[src/rtl/regfile_wb_arbiter_if.sv]
// rtl/regfile_wb_arbiter_if.sv - decode, writeback-request and register-file write-port bundle
interface regfile_wb_arbiter_if #(
    parameter int N_REQ = 3
);
    logic                  issue_valid;
    logic [4:0]            issue_dst;
    logic                  issue_ready;
    logic [4:0]            rs_addr;
    logic [4:0]            rt_addr;
    logic                  stall_rs;
    logic                  stall_rt;
    logic [N_REQ-1:0]      req_valid;
    logic [5*N_REQ-1:0]    req_addr;
    logic [32*N_REQ-1:0]   req_data;
    logic [N_REQ-1:0]      req_ready;
    logic                  rf_wr;
    logic [4:0]            rf_addr;
    logic [31:0]           rf_data;

    modport master (
        output issue_valid, issue_dst, rs_addr, rt_addr, req_valid, req_addr, req_data,
        input  issue_ready, stall_rs, stall_rt, req_ready, rf_wr, rf_addr, rf_data
    );

    modport slave (
        input  issue_valid, issue_dst, rs_addr, rt_addr, req_valid, req_addr, req_data,
        output issue_ready, stall_rs, stall_rt, req_ready, rf_wr, rf_addr, rf_data
    );
endinterface

[src/rtl/regfile_wb_arbiter.sv]
// rtl/regfile_wb_arbiter.sv - register-file write-port arbiter with pending-write scoreboard
// WB_RR_EN selects round-robin arbitration; fixed priority (index 0 first) otherwise.
module regfile_wb_arbiter #(
    parameter int N_REQ = 3
) (
    input  logic                 clk,
    input  logic                 reset,
    regfile_wb_arbiter_if.slave  bus
);
    localparam int PW = (N_REQ > 1) ? $clog2(N_REQ) : 1;

    logic [31:1]      pend;
    logic [31:1]      pend_nxt;
    logic [31:0]      pend_vec;
    logic             gnt_any;
    logic [PW-1:0]    gnt_idx;
    logic [N_REQ-1:0] gnt;
    logic [4:0]       gnt_addr;
    logic [31:0]      gnt_data;
    logic             rf_wr_q;
    logic [4:0]       rf_addr_q;
    logic [31:0]      rf_data_q;

    // Bit 0 is a constant zero so $0 never reads as pending.
    assign pend_vec        = {pend, 1'b0};
    assign bus.issue_ready = ~reset & ~pend_vec[bus.issue_dst];
    assign bus.stall_rs    = ~reset & pend_vec[bus.rs_addr];
    assign bus.stall_rt    = ~reset & pend_vec[bus.rt_addr];

`ifdef WB_RR_EN
    logic [PW-1:0] ptr;

    always_comb begin
        int cand;
        cand    = 0;
        gnt_any = 1'b0;
        gnt_idx = '0;
        for (int i = 0; i < N_REQ; i++) begin
            cand = (int'(ptr) + 1 + i) % N_REQ;
            if (!gnt_any && bus.req_valid[PW'(cand)]) begin
                gnt_any = 1'b1;
                gnt_idx = PW'(cand);
            end
        end
    end

    always_ff @(posedge clk) begin
        if (reset) begin
            ptr <= PW'(N_REQ - 1);
        end else if (gnt_any) begin
            ptr <= gnt_idx;
        end
    end
`else
    always_comb begin
        gnt_any = 1'b0;
        gnt_idx = '0;
        for (int i = N_REQ - 1; i >= 0; i--) begin
            if (bus.req_valid[PW'(i)]) begin
                gnt_any = 1'b1;
                gnt_idx = PW'(i);
            end
        end
    end
`endif

    always_comb begin
        gnt = '0;
        if (gnt_any && !reset) begin
            gnt[gnt_idx] = 1'b1;
        end
        gnt_addr = bus.req_addr[int'(gnt_idx) * 5 +: 5];
        gnt_data = bus.req_data[int'(gnt_idx) * 32 +: 32];
    end

    assign bus.req_ready = gnt;

    // Issue and clear never target the same bit: a pending register blocks its own issue.
    always_comb begin
        pend_nxt = pend;
        if (rf_wr_q && rf_addr_q != 5'd0) begin
            pend_nxt[rf_addr_q] = 1'b0;
        end
        if (bus.issue_valid && bus.issue_ready && bus.issue_dst != 5'd0) begin
            pend_nxt[bus.issue_dst] = 1'b1;
        end
    end

    always_ff @(posedge clk) begin
        if (reset) begin
            pend      <= '0;
            rf_wr_q   <= 1'b0;
            rf_addr_q <= 5'd0;
            rf_data_q <= 32'd0;
        end else begin
            pend <= pend_nxt;
            if (gnt_any) begin
                rf_wr_q   <= (gnt_addr != 5'd0);
                rf_addr_q <= gnt_addr;
                rf_data_q <= gnt_data;
            end else begin
                rf_wr_q <= 1'b0;
            end
        end
    end

    assign bus.rf_wr   = rf_wr_q;
    assign bus.rf_addr = rf_addr_q;
    assign bus.rf_data = rf_data_q;
endmodule

[src/flat_wrapper.sv]
// flat-port wrapper written by rule: the top's interface ports become plain ports
module regfile_wb_arbiter_flat 
#(
    parameter int N_REQ = 3
)
  (clk, reset, bus_issue_valid, bus_issue_dst, bus_rs_addr, bus_rt_addr, bus_req_valid, bus_req_addr, bus_req_data, bus_issue_ready, bus_stall_rs, bus_stall_rt, bus_req_ready, bus_rf_wr, bus_rf_addr, bus_rf_data);
  regfile_wb_arbiter_if #(.N_REQ(N_REQ)) bus_i ();
  input  logic clk;
  input  logic reset;
  input wire logic [$bits(bus_i.issue_valid)-1:0] bus_issue_valid;
  input wire logic [$bits(bus_i.issue_dst)-1:0] bus_issue_dst;
  input wire logic [$bits(bus_i.rs_addr)-1:0] bus_rs_addr;
  input wire logic [$bits(bus_i.rt_addr)-1:0] bus_rt_addr;
  input wire logic [$bits(bus_i.req_valid)-1:0] bus_req_valid;
  input wire logic [$bits(bus_i.req_addr)-1:0] bus_req_addr;
  input wire logic [$bits(bus_i.req_data)-1:0] bus_req_data;
  output wire logic [$bits(bus_i.issue_ready)-1:0] bus_issue_ready;
  output wire logic [$bits(bus_i.stall_rs)-1:0] bus_stall_rs;
  output wire logic [$bits(bus_i.stall_rt)-1:0] bus_stall_rt;
  output wire logic [$bits(bus_i.req_ready)-1:0] bus_req_ready;
  output wire logic [$bits(bus_i.rf_wr)-1:0] bus_rf_wr;
  output wire logic [$bits(bus_i.rf_addr)-1:0] bus_rf_addr;
  output wire logic [$bits(bus_i.rf_data)-1:0] bus_rf_data;
  assign bus_i.issue_valid = bus_issue_valid;
  assign bus_i.issue_dst = bus_issue_dst;
  assign bus_i.rs_addr = bus_rs_addr;
  assign bus_i.rt_addr = bus_rt_addr;
  assign bus_i.req_valid = bus_req_valid;
  assign bus_i.req_addr = bus_req_addr;
  assign bus_i.req_data = bus_req_data;
  assign bus_issue_ready = bus_i.issue_ready;
  assign bus_stall_rs = bus_i.stall_rs;
  assign bus_stall_rt = bus_i.stall_rt;
  assign bus_req_ready = bus_i.req_ready;
  assign bus_rf_wr = bus_i.rf_wr;
  assign bus_rf_addr = bus_i.rf_addr;
  assign bus_rf_data = bus_i.rf_data;
  regfile_wb_arbiter #(.N_REQ(N_REQ)) u_core (.clk(clk), .reset(reset), .bus(bus_i));
endmodule
[config.mk]
export PLATFORM = sky130hd
export DESIGN_NAME = regfile_wb_arbiter_flat
export DESIGN_NICKNAME = d
export VERILOG_FILES = /design/src/rtl/regfile_wb_arbiter_if.sv /design/src/rtl/regfile_wb_arbiter.sv /design/src/flat_wrapper.sv
export SDC_FILE = /design/constraint.sdc
export NUM_CORES = 1
export LEC_CHECK = 0
export BUFFER_PORTS_ARGS = -buffer_cell sky130_fd_sc_hd__buf_2
export CORE_AREA = 4 4 92 94
export CTS_CLUSTER_DIAMETER = 80
export CTS_CLUSTER_SIZE = 10
export DETAILED_ROUTE_END_ITERATION = 8
export DIE_AREA = 0 0 96 98
export PLACE_DENSITY = 0.83
export SLEW_MARGIN = 20
export SYNTH_ARGS = -nofsm -noshare
export SYNTH_HDL_FRONTEND = slang
export SYNTH_SLANG_ARGS = --single-unit
[constraint.sdc]
create_clock -name clk -period 3.8 [get_ports clk]
set_input_delay 0.38 -clock clk [delete_from_list [all_inputs] [get_ports clk]]
set_output_delay 0.38 -clock clk [all_outputs]
set_load 0.05 [all_outputs]
==> summary.md <==
| Metric | Value |
|---|---|
| Critical path peak fanout | 14 |
| Hold Fails Final Rpt | 0 |
| Clk sinks | 69 |
| Hold path depth | 3 |
| Max-slew violation count | 0 |
| GR Util All Layers | 23.8% |
| Placed cell area | 0.00436 mm2 |
| Postcts setup bufs | 0 |
| Total gr overflow | 0 |
| Synth Net Count | 562 |
| TritonCTS clock tree | done |
| Gpl congestion | 0.939 |
| Die Span X | 96 um |
| Cell Area, Synth | between 0.003 and 0.004 mm2 |
| Cts repair resizes | 0 |
| Worst slew margin | 48.7% |
| Total power | between 1500 and 2000 uW |
| Final Setup Violations | 0 |
| Reg2reg end | u_core.pend[27]$_SDFF_PP0_ |
| Post-route setup slack | roughly 1.2 ns |
| Startpoint type of the worst setup path | primary input |
| Commonest non-fill, non-tap cell in the layout | buf_2 |
| H-tree depth | 3 |
| Final antenna diode count | 0 |
| WHS Endpoint | u_core.bus.rf_data[25]$_SDFF_PP0_ |
| CP Cell Sequence | buf_2 > mux4_1 > mux2i_1 > o21ai_2 > a211oi_1 > buf_2 |
| Asr flop ratio synth | 0% |
| Nets | 678 |
| Hold Buf Count CTS | 0 |
| CTS root buf | clkbuf_8 |
| Antenna viol nets, final | 0 |
| Critical path's most frequent cell | buf_2 |
| R2R Setup Slk | 2.17 ns |
| Hold_sp | bus_req_data[57] |
| Crit path kind | primary input to output pin |
| Pre-CTS setup slack | 1.22 ns |
| CP endpoint kind | output pin |
| Worst-path clk slew | 0.08 ns |
| Largest net degree at the start of global routing | between 40 and 50 |
| Static Leak | 0.00196 uW |
| Yosys reg bits | ~70 |
| Initial DRC count | ~240 |
| Worst VDD drop | 0.263 mV |
| Crit share post-route | 67.9% |
| Final core utilization | 59.5% |
| Highest-count cells in the layout ignoring fill and taps | 136 x buf_2, 100 x nand2_1, 69 x dfxtp_1 |
| DR pass1 iterations | 5 |
| Post-synth top area cell | dfxtp_1 |
| Global-route wire length before repair | roughly 17000 um |
| R2R cell count | 4 |
| Worst-Margin Slew | 0.770 ns |
| Design Area, Final | around 0.0046 mm2 |
| Vias per Instance | 5.67 |
| Die area | 0.00941 mm2 |
| RSZ-0062 raised after global routing | false |
| Ys Warns | 0 |
| Fin crit period | 2.58 ns |
| Max incr delay on CP | 0.61 ns |
| Worst EP required | around 3.4 ns |
| Maximum clock rate | around 390 MHz |
| Post-DP HPWL | approximately 8200 um |
| Vias in the first global route | about 3600 |
| Post-synth EDFFs | 0 |
| Count of maximum capacitance violations | 0 |
| Via count | about 3700 |
| Core area | 0.00765 mm2 |
| Min-Delay Path Class | primary input to flip-flop |
| Reg-to-reg startpoint | u_core.pend[24]$_SDFF_PP0_ |
| Crit path DAT | 2.20 ns |
| Starting density of the core | 48.4% |
| Clk_lat worst skew | 0.35 ns |
| PD cells | 369 mW/mm2 |
| Status | completed |
| Synthesized instance count | 430 |
| Kind of cell adding the most delay to the critical path | multiplexers |
| Total negative slack | 0 ns |
| Share of layout cells above drive strength 1 | 32.5% |
| Height of the die | 98 um |
| PortBufs | 136 |
| I/O pin total | 176 |
| Clock skew | 0.0103 ns |
| CP max stage cell | mux4_1 |
| Netlist cell types | between 40 and 50 |
| Site row count | 32 |
| P&R area growth vs syn | 23.0% |
| Seq/Total Area, Yosys | 37.3% |
| Drt total wl | about 11000 um |
| Num CTS Buffers | 9 |
| Ys flop type | dfxtp_1 |
| Longest Clk Path Bufs | 2 |
| Buf/Inv on CP | 2 |
| Top cells by area, synth | dfxtp_1 37%, nand2_1 10%, mux4_2 9.7% |
| Initial antenna violation count | 0 |
| Avg Inst Size Synth | 8.61 um2 |
| Yosys top cell area share | ~37% |
| DR DRC count | 0 |
| Drt wl/cell | 16.6 um |
## sequential cells by signal, summed over array words and instances, names as in the netlist
name and count:
u_core.bus.rf_data 32, u_core.bus.rf_addr 5, u_core.pend 31, u_core.bus.rf_wr 1
## synth_stat cells, drive strengths merged, types with 3 or more instances
cell type / count
nand3b: 22
mux4: 21
a21oi: 41
clkbuf: 22
and3: 3
nor2: 11
nor3b: 3
buf: 12
mux2i: 4
nor4bb: 4
nand2b: 7
nand3: 12
nor2b: 18
dfxtp: 69
o31ai: 12
nand2: 100
mux2: 3
o21ai: 36
and3b: 4
## logic make-up (layout without fill, tap and decap cells)
logic type | after synthesis | count (layout) | synth area share (%)
muxes | 28 | 28 | 15.3
AOI/OAI and AO/OA | 98 | 98 | 15.0
buffers and inverters | 35 | 155 | 4.73
and+or+nand+nor | 199 | 199 | 27.6
DFF | 69 | 69 | 37.3
other | 1 | 1 | 0.101
## power by group
part	switching [uW]	total, uW	leakage [uW]	internal (uW)
combinational	222	326	0.00131	104
sequential	21.4	774	0.000566	753
clock	280	582	0.0000886	302
total	524	1680	0.00196	1160
## metrics by stage
stage / hold WS [ns] / std cells
2_1_floorplan: 0.475 / 430
3_3_place_gp: 0.497 / 637
3_5_place_dp: 0.514 / 637
4_1_cts: 0.252 / 652
5_1_grt: 0.243 / 652
6_report: 0.263 / 652
## worst max path at each step
stage	start	to	slack [ns]	depth (start not counted)
final	bus_issue_dst[0]	bus_issue_ready	1.22	6
after floorplan	bus_issue_dst[0]	bus_issue_ready	0.78	6
after detailed placement	bus_issue_dst[0]	bus_issue_ready	1.22	6
after global routing	bus_issue_dst[0]	bus_issue_ready	1.06	6
after global placement	bus_issue_dst[0]	bus_issue_ready	1.22	6
after CTS	bus_issue_dst[0]	bus_issue_ready	1.21	6
## layout make-up
| type | count | area (um2) |
|---|---|---|
| fillers | 698 | 3090 |
| multi-input cells | 326 | 2150 |
| flip-flops and latches | 69 | 1380 |
| repair buffers | 139 | 703 |
| clock buffers | 10 | 128 |
| well taps | 102 | 128 |
| clock inverters | 5 | 62.6 |
| inverters | 1 | 3.75 |
## per-layer routing
layer / wire [um] / up-vias / global-route usage, %
li1: - / 1765 / -
met2: 5240 / 205 / 38.5
met3: 977 / 18 / 5.47
met1: 4370 / 1709 / 30.4
met5: 0 / - / 0
met4: 227 / 0 / 9.30
## tightest hold or removal path, delay by kind of cell
kind / cells / cell delay (ns)
AOI/OAI and AO/OA: 1 / 0.05
buffers and inverters: 1 / 0.09
and+or+nand+nor: 1 / 0.05
No activity file was read; power rests on OpenSTA's default activity.
